$ cat config.mk
export PLATFORM = sky130hd
export DESIGN_NAME = spi_reg_ctrl_flat
export DESIGN_NICKNAME = d
export VERILOG_FILES = /design/src/rtl/spi_reg_ctrl_if.sv /design/src/rtl/spi_reg_ctrl.sv /design/src/flat_wrapper.sv
export SDC_FILE = /design/constraint.sdc
export NUM_CORES = 1
export LEC_CHECK = 0
export ABC_AREA = 0
export BUFFER_PORTS_ARGS = -buffer_cell sky130_fd_sc_hd__buf_2
export CORE_ASPECT_RATIO = 0.5
export CORE_MARGIN = 2
export CORE_UTILIZATION = 43
export CTS_BUF_LIST = sky130_fd_sc_hd__clkbuf_4
export DETAILED_ROUTE_END_ITERATION = 10
export PLACE_DENSITY = 0.73
export SLEW_MARGIN = 5
export SYNTH_ARGS = -nofsm -noshare
export SYNTH_HDL_FRONTEND = slang
export SYNTH_SLANG_ARGS = --single-unit
$ cat constraint.sdc
create_clock -name clk -period 2.1 [get_ports clk]
set_input_delay 0.21 -clock clk [delete_from_list [all_inputs] [get_ports clk]]
set_output_delay 0.21 -clock clk [all_outputs]
set_load 0.05 [all_outputs]
$ cat src/rtl/spi_reg_ctrl_if.sv
// Bundle of SPI slave byte-path, register-bus and error-reporting signals
// for spi_reg_ctrl. The master modport is the controller's view and the
// slave modport is the view of the surrounding SPI slave / register fabric.
//
// Handshakes:
//   - slv_rx_valid/slv_rx_read: a byte is offered while slv_rx_valid is high.
//     It is consumed by a one-cycle slv_rx_read pulse in the cycle after the
//     controller sees it. The offering side drops slv_rx_valid once it has
//     seen that pulse.
//   - slv_tx_valid/slv_tx_ready: slv_tx_valid is a one-cycle load strobe. It
//     is only raised in a cycle where slv_tx_ready was high.
//   - reg_we/reg_re with reg_ack: a request is held stable until the cycle
//     in which reg_ack is sampled high, or until it is abandoned on timeout.
//     reg_rdata is only meaningful while reg_ack is high.
interface spi_reg_ctrl_if #(
    parameter int ADDR_W = 7
);
    logic [7:0]        slv_rx_data;
    logic              slv_rx_valid;
    logic              slv_rx_read;
    logic [7:0]        slv_tx_data;
    logic              slv_tx_valid;
    logic              slv_tx_ready;
    logic              slv_error;
    logic              cs_n;
    logic [ADDR_W-1:0] reg_addr;
    logic [7:0]        reg_wdata;
    logic              reg_we;
    logic              reg_re;
    logic [7:0]        reg_rdata;
    logic              reg_ack;
    logic              frame_active;
    logic              err_sticky;
    logic              err_clr;
    logic [7:0]        err_count;
    logic [2:0]        dbg_state;

    modport master (
        input  slv_rx_data, slv_rx_valid, slv_tx_ready, slv_error, cs_n,
               reg_rdata, reg_ack, err_clr,
        output slv_rx_read, slv_tx_data, slv_tx_valid, reg_addr, reg_wdata,
               reg_we, reg_re, frame_active, err_sticky, err_count, dbg_state
    );

    modport slave (
        output slv_rx_data, slv_rx_valid, slv_tx_ready, slv_error, cs_n,
               reg_rdata, reg_ack, err_clr,
        input  slv_rx_read, slv_tx_data, slv_tx_valid, reg_addr, reg_wdata,
               reg_we, reg_re, frame_active, err_sticky, err_count, dbg_state
    );
endinterface

$ cat src/rtl/spi_reg_ctrl.sv
// SPI-to-register-bus command sequencer. Each chip-select frame becomes one
// register burst: a command byte (bit7 = read, low bits = start address),
// then write data bytes or read dummies, with the address auto-incrementing.
// Read data is prefetched so the next transmit byte is loaded before the
// dummy byte that clocks it out arrives.
module spi_reg_ctrl #(
    parameter int ADDR_W  = 7,
    parameter int TIMEOUT = 16
) (
    input  logic           clk,
    input  logic           reset_n,
    spi_reg_ctrl_if.master bus
);

    localparam int TO_W = (TIMEOUT > 2) ? $clog2(TIMEOUT) : 1;

    typedef enum logic [2:0] {
        S_IDLE,
        S_CMD,
        S_WR_BYTE,
        S_WR_WAIT,
        S_RD_REQ,
        S_RD_LOAD,
        S_RD_DUMMY
    } state_t;

    state_t            r_state;
    logic [ADDR_W-1:0] r_addr;
    logic [7:0]        r_wdata;
    logic              r_we;
    logic              r_re;
    logic              r_rx_read;
    logic [7:0]        r_tx_data;
    logic              r_tx_valid;
    logic [7:0]        r_rdata;
    logic [TO_W-1:0]   r_to_cnt;
    logic              r_active;
    logic              r_abort;
    logic              r_err_sticky;
    logic [7:0]        r_err_count;
    logic              r_cs_meta;
    logic              r_cs_sync;
    logic              r_cs_prev;

    state_t            w_state_nxt;
    logic [ADDR_W-1:0] w_addr_nxt;
    logic [7:0]        w_wdata_nxt;
    logic              w_we_nxt;
    logic              w_re_nxt;
    logic              w_rx_read_nxt;
    logic [7:0]        w_tx_data_nxt;
    logic              w_tx_valid_nxt;
    logic [7:0]        w_rdata_nxt;
    logic [TO_W-1:0]   w_to_cnt_nxt;
    logic              w_active_nxt;
    logic              w_abort_nxt;
    logic              w_trunc;

    logic              w_frame_start;
    logic              w_frame_end;
    logic              w_rx_take;
    logic              w_slv_err;
    logic              w_stop;
    logic              w_req;
    logic              w_acked;
    logic              w_timeout;
    logic              w_err;

    // Chip-select edges come from the second sync stage compared with its
    // delayed copy; idle-high reset values keep reset release edge-free.
    assign w_frame_start = r_cs_prev & ~r_cs_sync;
    assign w_frame_end   = ~r_cs_prev & r_cs_sync;
    // A byte still flagged valid during our own read pulse is the same byte.
    assign w_rx_take     = bus.slv_rx_valid & ~r_rx_read;
    assign w_slv_err     = bus.slv_error & r_active;
    assign w_stop        = w_frame_end | w_slv_err;
    assign w_req         = r_we | r_re;
    assign w_acked       = w_req & bus.reg_ack;
    assign w_timeout     = w_req & ~bus.reg_ack &
                           (r_to_cnt == TO_W'(TIMEOUT - 1));
    assign w_err         = w_slv_err | w_timeout | w_trunc;

    // Double-synchronize cs_n and keep one extra stage for edge detection.
    always_ff @(posedge clk or negedge reset_n) begin
        if (!reset_n) begin
            r_cs_meta <= 1'b1;
            r_cs_sync <= 1'b1;
            r_cs_prev <= 1'b1;
        end else begin
            r_cs_meta <= bus.cs_n;
            r_cs_sync <= r_cs_meta;
            r_cs_prev <= r_cs_sync;
        end
    end

    // Sequencer state and all registered outputs.
    always_ff @(posedge clk or negedge reset_n) begin
        if (!reset_n) begin
            r_state    <= S_IDLE;
            r_addr     <= '0;
            r_wdata    <= '0;
            r_we       <= 1'b0;
            r_re       <= 1'b0;
            r_rx_read  <= 1'b0;
            r_tx_data  <= '0;
            r_tx_valid <= 1'b0;
            r_rdata    <= '0;
            r_to_cnt   <= '0;
            r_active   <= 1'b0;
            r_abort    <= 1'b0;
        end else begin
            r_state    <= w_state_nxt;
            r_addr     <= w_addr_nxt;
            r_wdata    <= w_wdata_nxt;
            r_we       <= w_we_nxt;
            r_re       <= w_re_nxt;
            r_rx_read  <= w_rx_read_nxt;
            r_tx_data  <= w_tx_data_nxt;
            r_tx_valid <= w_tx_valid_nxt;
            r_rdata    <= w_rdata_nxt;
            r_to_cnt   <= w_to_cnt_nxt;
            r_active   <= w_active_nxt;
            r_abort    <= w_abort_nxt;
        end
    end

    // Next-state and output decode. A frame end or slave error while a bus
    // request is outstanding only marks the frame aborted; the request is
    // finished (ack or timeout) before returning to IDLE.
    always_comb begin
        w_state_nxt    = r_state;
        w_addr_nxt     = r_addr;
        w_wdata_nxt    = r_wdata;
        w_we_nxt       = r_we;
        w_re_nxt       = r_re;
        w_rx_read_nxt  = 1'b0;
        w_tx_data_nxt  = r_tx_data;
        w_tx_valid_nxt = 1'b0;
        w_rdata_nxt    = r_rdata;
        w_to_cnt_nxt   = r_to_cnt;
        w_active_nxt   = r_active;
        w_abort_nxt    = r_abort;
        w_trunc        = 1'b0;

        case (r_state)
            S_IDLE: begin
                if (w_rx_take) begin
                    w_rx_read_nxt = 1'b1;
                end
                if (w_frame_start) begin
                    w_state_nxt  = S_CMD;
                    w_active_nxt = 1'b1;
                    w_abort_nxt  = 1'b0;
                end
            end

            S_CMD: begin
                if (w_stop) begin
                    if (w_rx_take) begin
                        w_rx_read_nxt = 1'b1;
                        w_trunc       = w_frame_end;
                    end
                    w_state_nxt  = S_IDLE;
                    w_active_nxt = 1'b0;
                end else if (w_rx_take) begin
                    w_rx_read_nxt = 1'b1;
                    w_addr_nxt    = bus.slv_rx_data[ADDR_W-1:0];
                    if (bus.slv_rx_data[7]) begin
                        w_state_nxt  = S_RD_REQ;
                        w_re_nxt     = 1'b1;
                        w_to_cnt_nxt = '0;
                    end else begin
                        w_state_nxt = S_WR_BYTE;
                    end
                end
            end

            S_WR_BYTE: begin
                if (w_stop) begin
                    w_rx_read_nxt = w_rx_take;
                    w_state_nxt   = S_IDLE;
                    w_active_nxt  = 1'b0;
                end else if (w_rx_take) begin
                    w_rx_read_nxt = 1'b1;
                    w_wdata_nxt   = bus.slv_rx_data;
                    w_we_nxt      = 1'b1;
                    w_to_cnt_nxt  = '0;
                    w_state_nxt   = S_WR_WAIT;
                end
            end

            S_WR_WAIT: begin
                if (w_stop) begin
                    w_abort_nxt = 1'b1;
                end
                if (w_acked || w_timeout) begin
                    w_we_nxt   = 1'b0;
                    w_addr_nxt = r_addr + ADDR_W'(1);
                    if (r_abort || w_stop) begin
                        w_state_nxt  = S_IDLE;
                        w_active_nxt = 1'b0;
                        w_abort_nxt  = 1'b0;
                    end else begin
                        w_state_nxt = S_WR_BYTE;
                    end
                end else begin
                    w_to_cnt_nxt = r_to_cnt + TO_W'(1);
                end
            end

            S_RD_REQ: begin
                if (w_stop) begin
                    w_abort_nxt = 1'b1;
                end
                if (w_acked || w_timeout) begin
                    w_re_nxt    = 1'b0;
                    w_rdata_nxt = w_acked ? bus.reg_rdata : 8'hFF;
                    if (r_abort || w_stop) begin
                        w_state_nxt  = S_IDLE;
                        w_active_nxt = 1'b0;
                        w_abort_nxt  = 1'b0;
                    end else begin
                        w_state_nxt = S_RD_LOAD;
                    end
                end else begin
                    w_to_cnt_nxt = r_to_cnt + TO_W'(1);
                end
            end

            S_RD_LOAD: begin
                if (w_stop) begin
                    w_state_nxt  = S_IDLE;
                    w_active_nxt = 1'b0;
                end else if (bus.slv_tx_ready) begin
                    w_tx_data_nxt  = r_rdata;
                    w_tx_valid_nxt = 1'b1;
                    w_addr_nxt     = r_addr + ADDR_W'(1);
                    w_state_nxt    = S_RD_DUMMY;
                end
            end

            S_RD_DUMMY: begin
                if (w_stop) begin
                    w_rx_read_nxt = w_rx_take;
                    w_state_nxt   = S_IDLE;
                    w_active_nxt  = 1'b0;
                end else if (w_rx_take) begin
                    w_rx_read_nxt = 1'b1;
                    w_re_nxt      = 1'b1;
                    w_to_cnt_nxt  = '0;
                    w_state_nxt   = S_RD_REQ;
                end
            end

            default: begin
                w_state_nxt  = S_IDLE;
                w_we_nxt     = 1'b0;
                w_re_nxt     = 1'b0;
                w_active_nxt = 1'b0;
                w_abort_nxt  = 1'b0;
            end
        endcase
    end

    // Error flag and saturating counter; a new error beats a same-cycle clear.
    always_ff @(posedge clk or negedge reset_n) begin
        if (!reset_n) begin
            r_err_sticky <= 1'b0;
            r_err_count  <= '0;
        end else if (bus.err_clr) begin
            r_err_sticky <= w_err;
            r_err_count  <= w_err ? 8'd1 : 8'd0;
        end else if (w_err) begin
            r_err_sticky <= 1'b1;
            if (r_err_count != 8'hFF) begin
                r_err_count <= r_err_count + 8'd1;
            end
        end
    end

    assign bus.slv_rx_read  = r_rx_read;
    assign bus.slv_tx_data  = r_tx_data;
    assign bus.slv_tx_valid = r_tx_valid;
    assign bus.reg_addr     = r_addr;
    assign bus.reg_wdata    = r_wdata;
    assign bus.reg_we       = r_we;
    assign bus.reg_re       = r_re;
    assign bus.frame_active = r_active;
    assign bus.err_sticky   = r_err_sticky;
    assign bus.err_count    = r_err_count;
    assign bus.dbg_state    = r_state;

endmodule
$ cat src/flat_wrapper.sv
// flat-port wrapper written by rule: the top's interface ports become plain ports
module spi_reg_ctrl_flat 
#(
    parameter int ADDR_W  = 7,
    parameter int TIMEOUT = 16
)
  (clk, reset_n, bus_slv_rx_data, bus_slv_rx_valid, bus_slv_tx_ready, bus_slv_error, bus_cs_n, bus_reg_rdata, bus_reg_ack, bus_err_clr, bus_slv_rx_read, bus_slv_tx_data, bus_slv_tx_valid, bus_reg_addr, bus_reg_wdata, bus_reg_we, bus_reg_re, bus_frame_active, bus_err_sticky, bus_err_count, bus_dbg_state);
  spi_reg_ctrl_if #(.ADDR_W(ADDR_W)) bus_i ();
  input  logic clk;
  input  logic reset_n;
  input wire logic [$bits(bus_i.slv_rx_data)-1:0] bus_slv_rx_data;
  input wire logic [$bits(bus_i.slv_rx_valid)-1:0] bus_slv_rx_valid;
  input wire logic [$bits(bus_i.slv_tx_ready)-1:0] bus_slv_tx_ready;
  input wire logic [$bits(bus_i.slv_error)-1:0] bus_slv_error;
  input wire logic [$bits(bus_i.cs_n)-1:0] bus_cs_n;
  input wire logic [$bits(bus_i.reg_rdata)-1:0] bus_reg_rdata;
  input wire logic [$bits(bus_i.reg_ack)-1:0] bus_reg_ack;
  input wire logic [$bits(bus_i.err_clr)-1:0] bus_err_clr;
  output wire logic [$bits(bus_i.slv_rx_read)-1:0] bus_slv_rx_read;
  output wire logic [$bits(bus_i.slv_tx_data)-1:0] bus_slv_tx_data;
  output wire logic [$bits(bus_i.slv_tx_valid)-1:0] bus_slv_tx_valid;
  output wire logic [$bits(bus_i.reg_addr)-1:0] bus_reg_addr;
  output wire logic [$bits(bus_i.reg_wdata)-1:0] bus_reg_wdata;
  output wire logic [$bits(bus_i.reg_we)-1:0] bus_reg_we;
  output wire logic [$bits(bus_i.reg_re)-1:0] bus_reg_re;
  output wire logic [$bits(bus_i.frame_active)-1:0] bus_frame_active;
  output wire logic [$bits(bus_i.err_sticky)-1:0] bus_err_sticky;
  output wire logic [$bits(bus_i.err_count)-1:0] bus_err_count;
  output wire logic [$bits(bus_i.dbg_state)-1:0] bus_dbg_state;
  assign bus_i.slv_rx_data = bus_slv_rx_data;
  assign bus_i.slv_rx_valid = bus_slv_rx_valid;
  assign bus_i.slv_tx_ready = bus_slv_tx_ready;
  assign bus_i.slv_error = bus_slv_error;
  assign bus_i.cs_n = bus_cs_n;
  assign bus_i.reg_rdata = bus_reg_rdata;
  assign bus_i.reg_ack = bus_reg_ack;
  assign bus_i.err_clr = bus_err_clr;
  assign bus_slv_rx_read = bus_i.slv_rx_read;
  assign bus_slv_tx_data = bus_i.slv_tx_data;
  assign bus_slv_tx_valid = bus_i.slv_tx_valid;
  assign bus_reg_addr = bus_i.reg_addr;
  assign bus_reg_wdata = bus_i.reg_wdata;
  assign bus_reg_we = bus_i.reg_we;
  assign bus_reg_re = bus_i.reg_re;
  assign bus_frame_active = bus_i.frame_active;
  assign bus_err_sticky = bus_i.err_sticky;
  assign bus_err_count = bus_i.err_count;
  assign bus_dbg_state = bus_i.dbg_state;
  spi_reg_ctrl #(.ADDR_W(ADDR_W), .TIMEOUT(TIMEOUT)) u_core (.clk(clk), .reset_n(reset_n), .bus(bus_i));
endmodule
### Yosys cells after proc, flatten, opt, wreduce, memory -nomap -nowiden

Cells that the tools add are included.

| word-level totals | value |
|---|---|
| flip-flop bits (word level) | 56 |
| output and inout bits | 40 |
| word-level logic and storage cells | 155 |

| cells by class | value |
|---|---|
| add/sub/neg operators | 3 |
| equality and inequality tests | 30 |
| multiplexer cells | 62 |
| bitwise gates (word level) | 19 |
| reductions and logical operators | 24 |

Operators by type and width:

| operator | count |
|---|---|
| $mux W3 | 13 |
| $mux W7 | 5 |
| $mux W8 | 4 |
| $mux W1 | 25 |
| $mux W4 | 6 |
| $pmux W3 S7 | 1 |
| $pmux W7 S3 | 1 |
| $reduce_and A7 Y1 | 3 |
| $ne A2 B1 Y1 const B | 10 |
| $ne A2 B2 Y1 const B | 8 |
| $pmux W4 S3 | 1 |
| $eq A3 B3 Y1 const B | 3 |
| $ne A3 B1 Y1 const B | 3 |
| $pmux W1 S3 | 3 |
| $add A8 B1 Y8 const B | 1 |
| $ne A8 B8 Y1 const B | 1 |
| $not A1 Y1 | 8 |
| $reduce_and A4 Y1 | 2 |
| $reduce_or A4 Y1 | 2 |
| $add A7 B1 Y7 const B | 1 |
| $and A1 B1 Y1 | 7 |
| $eq A3 B2 Y1 const B | 2 |
| $reduce_and A2 Y1 | 3 |
| $reduce_and A3 Y1 | 2 |
| other kinds (15) | 23 |

### Depth between registers and ports, before layout

| logic depth | value |
|---|---|
| word-level depth | 8 |
| depth in mapped cells | 9 |

### Least setup slack after synthesis

No wires, ideal clock.

| timing | value |
|---|---|
| path type | register -> register |
| from | register u_core.r_state[1], in the netlist u_core.bus.dbg_state[1] |
| to | register u_core.r_to_cnt[0] |
| arrival | 2.249 ns |
| slack | -0.274 ns |
| stages on the path, launching flop included | 9 |
| buffers on the path | 1 |
| cells stage by stage | dfrtp_1 inv_1 ha_1 buf_6 nor3b_1 a211oi_1 o32a_4 o21bai_1 mux2_2 |

| on the way | value |
|---|---|
| longest elaborated chain between the ends | 4 |
| elaborated cells between the ends (all ways) | 16 |

Ends and longest elaborated chain:

| element | line | RTL |
|---|---|---|
| from (decl) | spi_reg_ctrl.sv:27 | `state_t r_state;` |
| from (signal assigned) | spi_reg_ctrl.sv:112 | `r_state <= w_state_nxt;` |
| $eq A3 B2 Y1 / $eq A3 B3 Y1 (equally long branches) | spi_reg_ctrl.sv:145 | `case (r_state)` |
| $reduce_or A2 Y1 (no source line) | n/a |  |
| $ne A2 B2 Y1 (no source line), or another cell as far along | n/a |  |
| $reduce_and A7 Y1 (no source line) | n/a |  |
| to (signal assigned) | spi_reg_ctrl.sv:121 | `r_to_cnt <= w_to_cnt_nxt;` |
| to (decl) | spi_reg_ctrl.sv:36 | `logic [TO_W-1:0] r_to_cnt;` |

Parallel ways exist; a longest one is shown, timed or not.
A chain may end at the register's enable or synchronous reset.

### Worst setup path in the final report

Ends and elaborated chain as after synthesis.

==> flow_metrics.tcl <==
set metrics [dict create \
    fp.dieW_um 120 \
    max-clock-path-buffers 2 \
    globalRouteTotalUtil_pct 19.0 \
    io_pins 64 \
    cts_num_sinks 56 \
    gp_congestion 0.921 \
    netlist_instances 270 \
    timing.final.crit_period_ps 2020 \
    cp_slowest_cell "sky130_fd_sc_hd__dfrtp_2" \
    timing.max_cap.violations 0 \
    critPathTopFamily "compound AO/OA/AOI/OAI gates" \
    h_tree_depth 2 \
    flop_and_latch_count_out_of_synthesis 56 \
    cts.reportedPaths.clkPinSlew_ps 160 \
    remaining_drc_errors 0 \
    synth.avg_cell_area_um2 10.6 \
    worst_path_arrival_ps 2340 \
    dp.final_hpwl_mm 5.01 \
    synth_nets 301 \
    crit_type "reg2reg" \
    initial_core_utilization_pct 45.9 \
    globalRouteOverflowTotal 0 \
    placement.io_buffers 63 \
    postPlaceCellArea_mm2 0.00333 \
    post-synth-top-area-fraction_pct 46.2 \
    synth_top_flop_cell "sky130_fd_sc_hd__dfrtp_1" \
    post_layout_nonfiller_instances 437 \
    synthArstFlopShare_pct 100 \
    rows 20 \
    period_utilization_pct 96.0 \
    place.detailed.instances 420 \
    synth.top_cells.by_count "53 x sky130_fd_sc_hd__dfrtp_1, 20 x sky130_fd_sc_hd__o21ai_0, 18 x sky130_fd_sc_hd__mux2_2, 18 x sky130_fd_sc_hd__nor2_1, 16 x sky130_fd_sc_hd__nand2_1" \
    vdd.ir_drop.worst_v 0.000801 \
    synth-compound-area-share_pct 20.9 \
    grt_max_degree 26 \
    post_synth_fa_ha_maj_area_fraction_pct 3.05 \
    area_growth_pct 22.0 \
    synthesis.area_mm2 0.00287 \
    timing.slew.headroom_pct 66.4 \
    timing.critical_path.slowest_cell_delay_ps 470 \
    synth_xor_xnor_area_share_pct 0.305 \
    critical_path_peak_fanout 6 \
    tightest_slew_ps 500 \
    synth.yosys.seq_area_share_pct 48.9 \
    simple_gate_share_of_the_synthesized_area_pct 14.3 \
    avgRoutedWirePerCell_um 15.2 \
    clock_buffers_created_by_tritoncts 5 \
    design.core.area_mm2 0.00626 \
    setup_tns_ps 0 \
    clock_network_latency_to_the_later_pin_of_the_worst_skew_pair_ps 410 \
    routed_via_density 5.51 \
    power.density_mw_per_mm2 1480 \
    detail_route.wirelength_mm 6.65 \
    fp.dieArea_mm2 0.00739 \
    achievable_freq_mhz 496 \
    count_of_flip_flops_with_a_built_in_enable_after_synthesis 0 \
    drt_first_iter_violations 89 \
    chip_height_um 61.8 \
    yosys.cell_count.top_type "sky130_fd_sc_hd__dfrtp_1" \
    yosys-top-cells-area "sky130_fd_sc_hd__dfrtp_1 46%, sky130_fd_sc_hd__mux2_2 7.1%, sky130_fd_sc_hd__o21ai_0 3.5%" \
    synth.lib_cells_used.distinct 52 \
    status "finished, final reports clean" \
    grt_first_pass_wirelength_mm 10.9 \
    crit_path_cell_trace "inv_2 -> ha_1 -> nor2b_2 -> a211oi_1 -> o32a_4 -> o21bai_1 -> mux2_2" \
    hold-worst-slack_ps 23.7 \
    power.leakage_nw 1.67 \
    start_kind "flop" \
    cts_root_buf "sky130_fd_sc_hd__clkbuf_4" \
    drt.antenna.violating_nets 0 \
    dominant_combinational_cell_family_by_area_after_synthesis "compound AO/OA/AOI/OAI gates" \
    tritoncts "yes" \
    critPathCaptureType "flop" \
    synthDominantAreaCellType "sky130_fd_sc_hd__dfrtp_1" \
    cp.buffers_inverters 1 \
    final_max_slew_viol_count 0 \
    tritonroute_pass_1_iters 4 \
    grt_pass1_vias 2291 \
    antenna-diode-count 0 \
    initial_antenna_violation_count 0 \
    num-nets-final 379 \
    portion_of_netlist_area_occupied_by_mux_cells_pct 9.50 \
    fin_skew_ps 13.2 \
    timing.hold.worst.class "in2reg" \
    post_route_design_area_mm2 0.00350 \
    total_via_count_after_detailed_routing 2409 \
    post_route_cells_drive_above_1_share_pct 34.4 \
    cp.required_ps 2420 \
    final_hold_viol_count 0 \
    synth_warnings 0 \
    grt_setup_unrepaired "false" \
    setup_violations 0 \
]
[logic make-up after synthesis]
group | after synthesis
fa+ha+maj | 7
mux | 25
compound gates | 85
buf+inv | 18
xor+xnor | 1
flops | 56
simple gates | 78
[flip-flops by register name, summed over array words and instances, names as in the netlist]
signal / cells
u_core.bus.frame_active: 1
u_core.r_cs_meta: 1
u_core.r_rdata: 8
u_core.bus.dbg_state: 3
u_core.bus.slv_tx_data: 8
u_core.bus.reg_we: 1
u_core.bus.err_sticky: 1
u_core.r_to_cnt: 4
u_core.bus.slv_rx_read: 1
u_core.bus.reg_addr: 7
u_core.bus.err_count: 8
u_core.bus.reg_re: 1
u_core.bus.slv_tx_valid: 1
u_core.bus.reg_wdata: 8
u_core.r_abort: 1
u_core.r_cs_sync: 1
u_core.r_cs_prev: 1
[placed cells by master (no fill, tap or decap), types with 2 or more instances in the layout]
master,count
sky130_fd_sc_hd__buf_4,9
sky130_fd_sc_hd__a31oi_1,4
sky130_fd_sc_hd__nand4_1,2
sky130_fd_sc_hd__o41ai_1,2
sky130_fd_sc_hd__a2bb2oi_1,5
sky130_fd_sc_hd__buf_2,63
sky130_fd_sc_hd__mux2_2,18
sky130_fd_sc_hd__o22a_1,9
sky130_fd_sc_hd__o21bai_1,3
sky130_fd_sc_hd__nor2b_1,6
sky130_fd_sc_hd__dfstp_2,3
sky130_fd_sc_hd__clkbuf_4,5
sky130_fd_sc_hd__nor3_1,4
sky130_fd_sc_hd__dfrtp_1,50
sky130_fd_sc_hd__a21o_1,2
sky130_fd_sc_hd__nand2b_1,6
sky130_fd_sc_hd__nor2_1,18
sky130_fd_sc_hd__a22o_1,2
sky130_fd_sc_hd__nor2b_2,2
sky130_fd_sc_hd__o2111ai_1,2
sky130_fd_sc_hd__dlygate4sd3_1,9
sky130_fd_sc_hd__o21ai_1,2
sky130_fd_sc_hd__o21ai_0,20
sky130_fd_sc_hd__o21a_1,2
sky130_fd_sc_hd__o31ai_1,2
sky130_fd_sc_hd__a211oi_1,2
sky130_fd_sc_hd__o22ai_1,2
sky130_fd_sc_hd__dfrtp_2,3
sky130_fd_sc_hd__o211ai_1,3
sky130_fd_sc_hd__nand3_1,10
sky130_fd_sc_hd__inv_1,6
sky130_fd_sc_hd__and3_1,5
sky130_fd_sc_hd__ha_1,6
sky130_fd_sc_hd__mux2i_1,7
sky130_fd_sc_hd__nand2_1,15
sky130_fd_sc_hd__a21oi_1,13
[worst reg2reg max path, cell delays in order (launching register included)]
cell                       delay, ps
sky130_fd_sc_hd__dfrtp_2         470
sky130_fd_sc_hd__inv_2           100
sky130_fd_sc_hd__ha_1            220
sky130_fd_sc_hd__nor2b_2         240
sky130_fd_sc_hd__a211oi_1        120
sky130_fd_sc_hd__o32a_4          340
sky130_fd_sc_hd__o21bai_1        170
sky130_fd_sc_hd__mux2_2          270
[path summary, 6_finish.rpt]
kind / from / end / slack, ps / depth (start not counted)
min in group asynchronous: reset_n / u_core.r_rdata[1]$_DFFE_PN0P_ / 280 / 2
max in group asynchronous: reset_n / u_core.r_cs_prev$_DFF_PN1_ / 1250 / 3
hold reg to reg: u_core.r_cs_meta$_DFF_PN1_ / u_core.r_cs_sync$_DFF_PN1_ / 380 / 0
hold / removal: bus_reg_rdata[7] / u_core.r_rdata[7]$_DFFE_PN0P_ / 20 / 2
setup / recovery: u_core.bus.dbg_state[1]$_DFFE_PN0P_ / u_core.r_to_cnt[0]$_DFFE_PN0P_ / 80 / 7
setup reg to reg: u_core.bus.dbg_state[1]$_DFFE_PN0P_ / u_core.r_to_cnt[0]$_DFFE_PN0P_ / 80 / 7
[routing by layer]
metal | wire length (um) | track usage (%)
met5 | 0 | 0
met3 | 358 | 4.20
met4 | 106 | 7.06
met1 | 2990 | 24.2
met2 | 3190 | 33.1
[stage by stage]
| step | total power (W) | util (%) | setup WS (ps) |
|---|---|---|---|
| finish | 0.00518 | 56.0 | 83.1 |
| global route | 0.00553 | 56.0 | 25.9 |
| CTS | 0.00515 | 55.6 | 43.9 |
| detailed placement | 0.00465 | 53.3 | 57.3 |
| global placement | 0.00456 | 53.3 | 164 |
| floorplan | 0.00395 | - | 26.3 |
[repair_timing]
item | CTS | global route
hold endpoints to repair | 27 | 0
setup buffers | 0 | 0
setup endpoints to repair | 0 | 15
hold buffers | 9 | 0
gates resized for setup | 0 | 7
[power by group]
part	internal, W	switching, W	total (W)
clock	0.000130	0.000350	0.000480
combinational	0.00101	0.00193	0.00293
sequential	0.00145	0.000317	0.00176
[cell type report]
| class | count | area, um^2 |
|---|---|---|
| tap | 88 | 110 |
| timing repair buffer | 82 | 493 |
| clock buffer | 5 | 37.5 |
| fill | 560 | 2750 |
| inverter | 7 | 26.3 |
| sequential | 56 | 1410 |
| multi-input combinational | 196 | 1410 |
| clock inverter | 3 | 17.5 |
Note: power is estimated with default switching activity, not from simulation.
